`config.mk`:
```
export PLATFORM = sky130hd
export DESIGN_NAME = index_decoder
export DESIGN_NICKNAME = d
export VERILOG_FILES = /design/src/rtl/index_decoder.sv
export SDC_FILE = /design/constraint.sdc
export NUM_CORES = 1
export LEC_CHECK = 0
export CORE_ASPECT_RATIO = 0.9
export CORE_MARGIN = 1
export CORE_UTILIZATION = 46
export CTS_CLUSTER_SIZE = 12
export DETAILED_ROUTE_END_ITERATION = 8
export PLACE_DENSITY = 0.73
export REMOVE_ABC_BUFFERS = 1
export SYNTH_ARGS = -nofsm -noshare
export SYNTH_HDL_FRONTEND = slang
export SYNTH_SLANG_ARGS = --single-unit
```
`constraint.sdc`:
```
create_clock -name clk -period 1.7 [get_ports clk]
set_clock_uncertainty 0.1 [all_clocks]
set_input_delay 0.17 -clock clk [delete_from_list [all_inputs] [get_ports clk]]
set_output_delay 0.17 -clock clk [all_outputs]
set_load 0.02 [all_outputs]
```
`src/rtl/index_decoder.sv`:
```
// index_decoder: collects a frame of bit indices (one per beat) into a vector
// and presents the vector, its lowest set index and the thermometer mask
// below that index on a registered valid/ready output.
module index_decoder #(
    parameter  int OUTPUT_WIDTH = 8,
    localparam int IW           = $clog2(OUTPUT_WIDTH)
) (
    input  logic                    clk,
    input  logic                    rst_n,
    input  logic                    in_valid,
    output logic                    in_ready,
    input  logic [IW-1:0]           in_index,
    input  logic                    in_last,
    output logic                    out_valid,
    input  logic                    out_ready,
    output logic [OUTPUT_WIDTH-1:0] out_bits,
    output logic [IW-1:0]           out_lowest,
    output logic [OUTPUT_WIDTH-1:0] out_mask,
    output logic                    out_dup,
    output logic                    out_range_err
);

    typedef enum logic {
        COLLECT = 1'b0,
        HOLD    = 1'b1
    } state_t;

    // One extra bit so that OUTPUT_WIDTH itself is representable when W is a power of two.
    localparam logic [IW:0] W_LIMIT = (IW + 1)'(OUTPUT_WIDTH);

    state_t                  r_state;
    logic                    r_in_ready;
    logic                    r_out_valid;
    logic [OUTPUT_WIDTH-1:0] r_acc;
    logic                    r_dup;
    logic                    r_range_err;
    logic [OUTPUT_WIDTH-1:0] r_out_bits;
    logic [IW-1:0]           r_out_lowest;
    logic [OUTPUT_WIDTH-1:0] r_out_mask;
    logic                    r_out_dup;
    logic                    r_out_range_err;

    logic                    w_in_range;
    logic [OUTPUT_WIDTH-1:0] w_onehot;
    logic [OUTPUT_WIDTH-1:0] w_acc_next;
    logic                    w_dup_next;
    logic                    w_range_next;
    logic [IW-1:0]           w_lowest;
    logic [OUTPUT_WIDTH-1:0] w_mask;

    assign w_in_range = ({1'b0, in_index} < W_LIMIT);

    // Out-of-range indices decode to an all-zero vector so they never touch the accumulator.
    for (genvar gi = 0; gi < OUTPUT_WIDTH; gi++) begin : g_decode
        assign w_onehot[gi] = w_in_range && (in_index == IW'(gi));
    end

    assign w_acc_next   = r_acc | w_onehot;
    assign w_dup_next   = r_dup | (|(r_acc & w_onehot));
    assign w_range_next = r_range_err | ~w_in_range;

    // Lowest-first priority encode of the vector as it will be after this beat; 0 when empty.
    always_comb begin
        w_lowest = '0;
        for (int i = OUTPUT_WIDTH - 1; i >= 0; i--) begin
            if (w_acc_next[i]) begin
                w_lowest = IW'(i);
            end
        end
    end

    // Thermometer below the lowest index; an empty vector encodes to 0, giving an empty mask.
    for (genvar gi = 0; gi < OUTPUT_WIDTH; gi++) begin : g_mask
        assign w_mask[gi] = (IW'(gi) < w_lowest);
    end

    // Frame FSM: accumulate in COLLECT, publish on the last beat, wait in HOLD for the consumer.
    always_ff @(posedge clk or negedge rst_n) begin
        if (!rst_n) begin
            r_state         <= COLLECT;
            r_in_ready      <= 1'b1;
            r_out_valid     <= 1'b0;
            r_acc           <= '0;
            r_dup           <= 1'b0;
            r_range_err     <= 1'b0;
            r_out_bits      <= '0;
            r_out_lowest    <= '0;
            r_out_mask      <= '0;
            r_out_dup       <= 1'b0;
            r_out_range_err <= 1'b0;
        end else begin
            case (r_state)
                COLLECT: begin
                    if (in_valid) begin
                        if (in_last) begin
                            r_out_bits      <= w_acc_next;
                            r_out_lowest    <= w_lowest;
                            r_out_mask      <= w_mask;
                            r_out_dup       <= w_dup_next;
                            r_out_range_err <= w_range_next;
                            r_acc           <= '0;
                            r_dup           <= 1'b0;
                            r_range_err     <= 1'b0;
                            r_state         <= HOLD;
                            r_in_ready      <= 1'b0;
                            r_out_valid     <= 1'b1;
                        end else begin
                            r_acc       <= w_acc_next;
                            r_dup       <= w_dup_next;
                            r_range_err <= w_range_next;
                        end
                    end
                end
                HOLD: begin
                    if (out_ready) begin
                        r_state     <= COLLECT;
                        r_in_ready  <= 1'b1;
                        r_out_valid <= 1'b0;
                    end
                end
                default: begin
                    r_state     <= COLLECT;
                    r_in_ready  <= 1'b1;
                    r_out_valid <= 1'b0;
                end
            endcase
        end
    end

    assign in_ready      = r_in_ready;
    assign out_valid     = r_out_valid;
    assign out_bits      = r_out_bits;
    assign out_lowest    = r_out_lowest;
    assign out_mask      = r_out_mask;
    assign out_dup       = r_out_dup;
    assign out_range_err = r_out_range_err;

endmodule

```
## Word-level counts from Yosys, hierarchy flattened

Index checks and enable logic that the tools add are counted.

- Word-level logic and storage cells: 58
- Flip-flop bits (word level): 32
- Output and inout bits: 23

- Eq/ne operators: 10
- Bitwise operators: 4
- Mux-type cells: 22
- Reductions and logical operators: 5
- Order comparisons: 8

Operators with widths:

| kind | number |
|---|---|
| 3-bit two-way mux | 8 |
| 3-bit == test, second input constant | 4 |
| 3-bit less-than comparator, first input constant | 4 |
| 1-bit two-way mux | 10 |
| 8-bit AND | 1 |
| 8-bit two-way mux | 1 |
| 8-bit bitwise OR | 1 |
| 8-bit OR reduction | 1 |
| 3-bit by 2-bit == test with 1-bit output, second input constant | 2 |
| 1-bit by 3-bit less-than comparator with 1-bit output, first input constant | 2 |
| 2-bit by 3-bit less-than comparator with 1-bit output, first input constant | 2 |
| 2-bit != test, second input constant | 3 |
| 1-bit one-hot mux with 2 select lines | 3 |
| 3-bit AND reduction | 2 |
| 3-bit by 1-bit == test with 1-bit output, second input constant | 1 |
| 3-bit zero test | 1 |
| 2-bit AND reduction | 1 |
| 1-bit inverter | 1 |
| 1-bit bitwise OR | 1 |

## Logic depth before layout (Yosys ltp)

- Depth after elaboration: 11
- Depth in mapped cells: 6

## Worst setup path after synthesis

No wires, ideal clock.

- Path kind: register to register
- Start: reg r_state
- End: reg r_out_bits[0], in the netlist out_bits[0]
- Path slack: 0.303 ns
- Arrival: 1.168 ns
- Buffers on the path: 1
- Cell stages (with the launch flop): 6
- Clock period less this slack: 1.397 ns
- Path through: dfrtp_1 nor2b_1 nand2_1 clkbuf_1 a211oi_1 nor2_1

- Longest elaborated chain between the ends: 2

Ends and longest elaborated chain:

| what | RTL line | RTL |
|---|---|---|
| from (decl) | 31 | `state_t r_state;` |
| from (signal assigned) | 80 | `r_state <= COLLECT;` |
| from (signal assigned) | 104 | `r_state <= HOLD;` |
| from (signal assigned) | 116 | `r_state <= COLLECT;` |
| 1-bit inverter (no line) | n/a |  |
| 3-bit AND reduction (no line) | n/a |  |
| to (signal assigned) | 96 | `r_out_bits <= w_acc_next;` |
| to (decl) | 37 | `logic [OUTPUT_WIDTH-1:0] r_out_bits;` |

No other way between the ends.
A chain may end at the register's enable or synchronous reset.

## Worst setup path in the final report

- Start: reg r_out_mask[4], in the netlist out_mask[4]
- End: out out_mask[4]

RTL lines:

| what | RTL line | RTL |
|---|---|---|
| from (decl) | 39 | `logic [OUTPUT_WIDTH-1:0] r_out_mask;` |
| from (signal assigned) | 98 | `r_out_mask <= w_mask;` |
| to (decl) | 18 | `output logic [OUTPUT_WIDTH-1:0] out_mask,` |

No word-level cell between the ends.

==> impl_metrics.toml <==
[placed_design]
gp_congestion = 0.857
pre_cts_slack_ns = -0.140
dp_hpwl_um = 2330
dpl_cell_area_mm2 = 0.00186
numPortBuffers = 28

[routing]
wl_um = 3180
viasPerCell = 5.20
antenna_left = 0
vias = 1253
dr.pass1.iters = 4
initialDrtViolationCount = 76
wl_per_cell_um = 13.2
drc_errors = 0

[cts]
cts_tree = "yes"
clk_latency_ns = 0.33
clk_pin_slew_ns = 0.10
cts_root_buffer = "clkbuf_4"
cts_htree_levels = 2
max-clock-path-buffers = 2
postCtsSetupBuffers = 0
numCtsBuffers = 5
numClockSinks = 30
cts_hold_buffers = 0

[yosys]
yosysUniqueCellTypes = 34
yosys_warnings = 0
avgSynthCellArea_um2 = 9.20
synthTopCellsByArea = "dfrtp_1, a21oi_1, nor2_1, nand2_1, buf_4"
synthArstFlopShare = 1.00
ys_seq_area_frac = 0.521
synthFlopType = "dfrtp_1"
synth_edf_count = 0
mappedNetlistArea_mm2 = 0.00144
yosys_register_bits = 30
yosysTopAreaCell = "dfrtp_1"
synthCells = 157
netlist.area_leader.share = 0.503

[setup_path]
path_cells = "clkdlybuf4s50_1"
max_stage_delay_ns = 0.61
rr_worst_depth = 4
cp-end-kind = "output port"
path_delay_family = "buffers and inverters"
slowest_stage = "clkdlybuf4s50_1"
path_buf_inv = 1
startpoint_type = "flop"
cp_max_fo = 3
arrival_ns = 1.33
path_class = "reg2out"
cp.required_ns = 1.43
crit_cells = 1

[global_route]
grt_max_degree = 31
grt_pass1_wl_um = 5090
grt_overflow_total = 0
grtUsageTotal = 0.218
antenna_found_initial = 0
grt_pass1_vias = 1118

[final_layout]
diodes = 0
area_delta_synth_final_pct = 32.3
layout.nets = 208
nFillCells = 259
drive_gt1_frac = 0.169
fin_area_mm2 = 0.00191

[run]
max-cap-violations = 0

[timing]
setup_violations = 0
fin_ws_ns = 0.0981
timing.fmax_mhz = 624
finalHoldViolCount = 0
slew_violations = 0
period_needed_ns = 1.60
rsz0062_at_grt = "no"
min_period_over_period = 0.942
timing.hold.ws_ns = 0.108

[floorplan]
start_util = 0.505
dieHeight_um = 55.2
core_mm2 = 0.00286
dieArea_mm2 = 0.00337
io_pins = 31
placementRows = 18
die_w_um = 61.1

[pwr]
ir_drop_uv = 589
power_leakage_nw = 0.868
p_per_area_mw_per_mm2 = 1120

[hold_path]
min_path_type = "in2async"

[status]
status = "finished, final reports clean"
-- layout make-up --
class                           instances  area, µm²  area share
Clock buffer                            8       48.8      0.0255
Inverter                                3       11.3     0.00589
Multi-Input combinational cell        113        614       0.322
Sequential cell                        30        752       0.394
Tap cell                               40       50.0      0.0262
Timing Repair Buffer                   47        434       0.227
-- power breakdown --
group	internal [mW]	total, mW	switching [mW]
registers	0.856	0.966	0.109
clock network	0.164	0.406	0.241
logic	0.374	0.761	0.388
total	1.39	2.13	0.738
-- what timing repair did --
item | CTS | global route
endpoints found under the hold margin | 0 | 0
endpoints found under the setup margin | 1 | 0
resized for setup | 1 | 0
-- stage by stage --
step	util	setup TNS, ns	power, mW	instances
after detailed placement	0.651	-0.905	1.75	233
after global placement	0.651	-0.676	1.72	233
final	0.668	0	2.13	241
after CTS	0.668	0	2.15	241
after global routing	0.668	0	2.26	241
after floorplan	-	0	1.35	146
-- layer usage --
layer | global-route usage | part of all wire
met5 | 0 | 0
met4 | 0.102 | 0.014
met3 | 0.0535 | 0.045
met2 | 0.351 | 0.48
met1 | 0.276 | 0.46
-- synthesized netlist by cell type (2+ instances only) --
| master | number |
|---|---|
| a211oi_1 | 2 |
| a21o_1 | 2 |
| a21oi_1 | 22 |
| a31oi_1 | 3 |
| and2_1 | 2 |
| buf_2 | 2 |
| buf_4 | 4 |
| clkbuf_1 | 5 |
| dfrtp_1 | 29 |
| inv_1 | 3 |
| mux2i_1 | 2 |
| nand2_1 | 19 |
| nand2b_1 | 2 |
| nor2_1 | 26 |
| nor2b_1 | 3 |
| nor3_1 | 4 |
| o211ai_1 | 2 |
| o21ai_0 | 5 |
| o21ai_1 | 4 |
| or3b_1 | 2 |
-- cell usage in the layout (no fill, tap or decap), types with 2 or more instances in the layout --
master / instances
clkbuf_4: 5
nand2b_1: 2
a211oi_1: 2
a21oi_1: 22
inv_1: 3
o211ai_1: 2
and2_1: 2
o21ai_1: 4
clkbuf_1: 3
mux2i_1: 2
buf_4: 18
nor2_1: 26
nand2_1: 19
nor3_1: 4
nor2b_1: 3
o21ai_0: 5
conb_1: 2
a31oi_1: 3
dfrtp_1: 29
a21o_1: 2
or3b_1: 2
clkdlybuf4s50_1: 27
-- sequential cells by signal (all words and copies together), names as in the netlist --
| signal | count |
|---|---|
| out_valid | 1 |
| out_lowest | 2 |
| in_ready | 1 |
| out_mask | 7 |
| r_acc | 8 |
| r_dup | 1 |
| out_bits | 8 |
| out_dup | 1 |
| r_state | 1 |
-- path summary, 6_finish.rpt --
| kind | endpoint | slack, ns | start |
|---|---|---|---|
| worst max-delay path | out_mask[4] | 0.1 | out_mask[4] |
| worst min-delay path | out_lowest[0] | 0.11 | rst_n |
| worst max register to register | out_mask[2] | 0.22 | r_acc[6] |
| worst min register to register | in_ready | 0.36 | in_ready |
| max in group asynchronous | in_ready | 1.07 | rst_n |
| min in group clk | in_ready | 0.28 | out_ready |
-- cells by family after synthesis --
family	share of synthesized area
flops	0.521
simple gates	0.200
other cells	0.00260
mux	0.0373
compound gates	0.183
buf+inv	0.0563
Note: power is estimated with default switching activity, not from simulation.
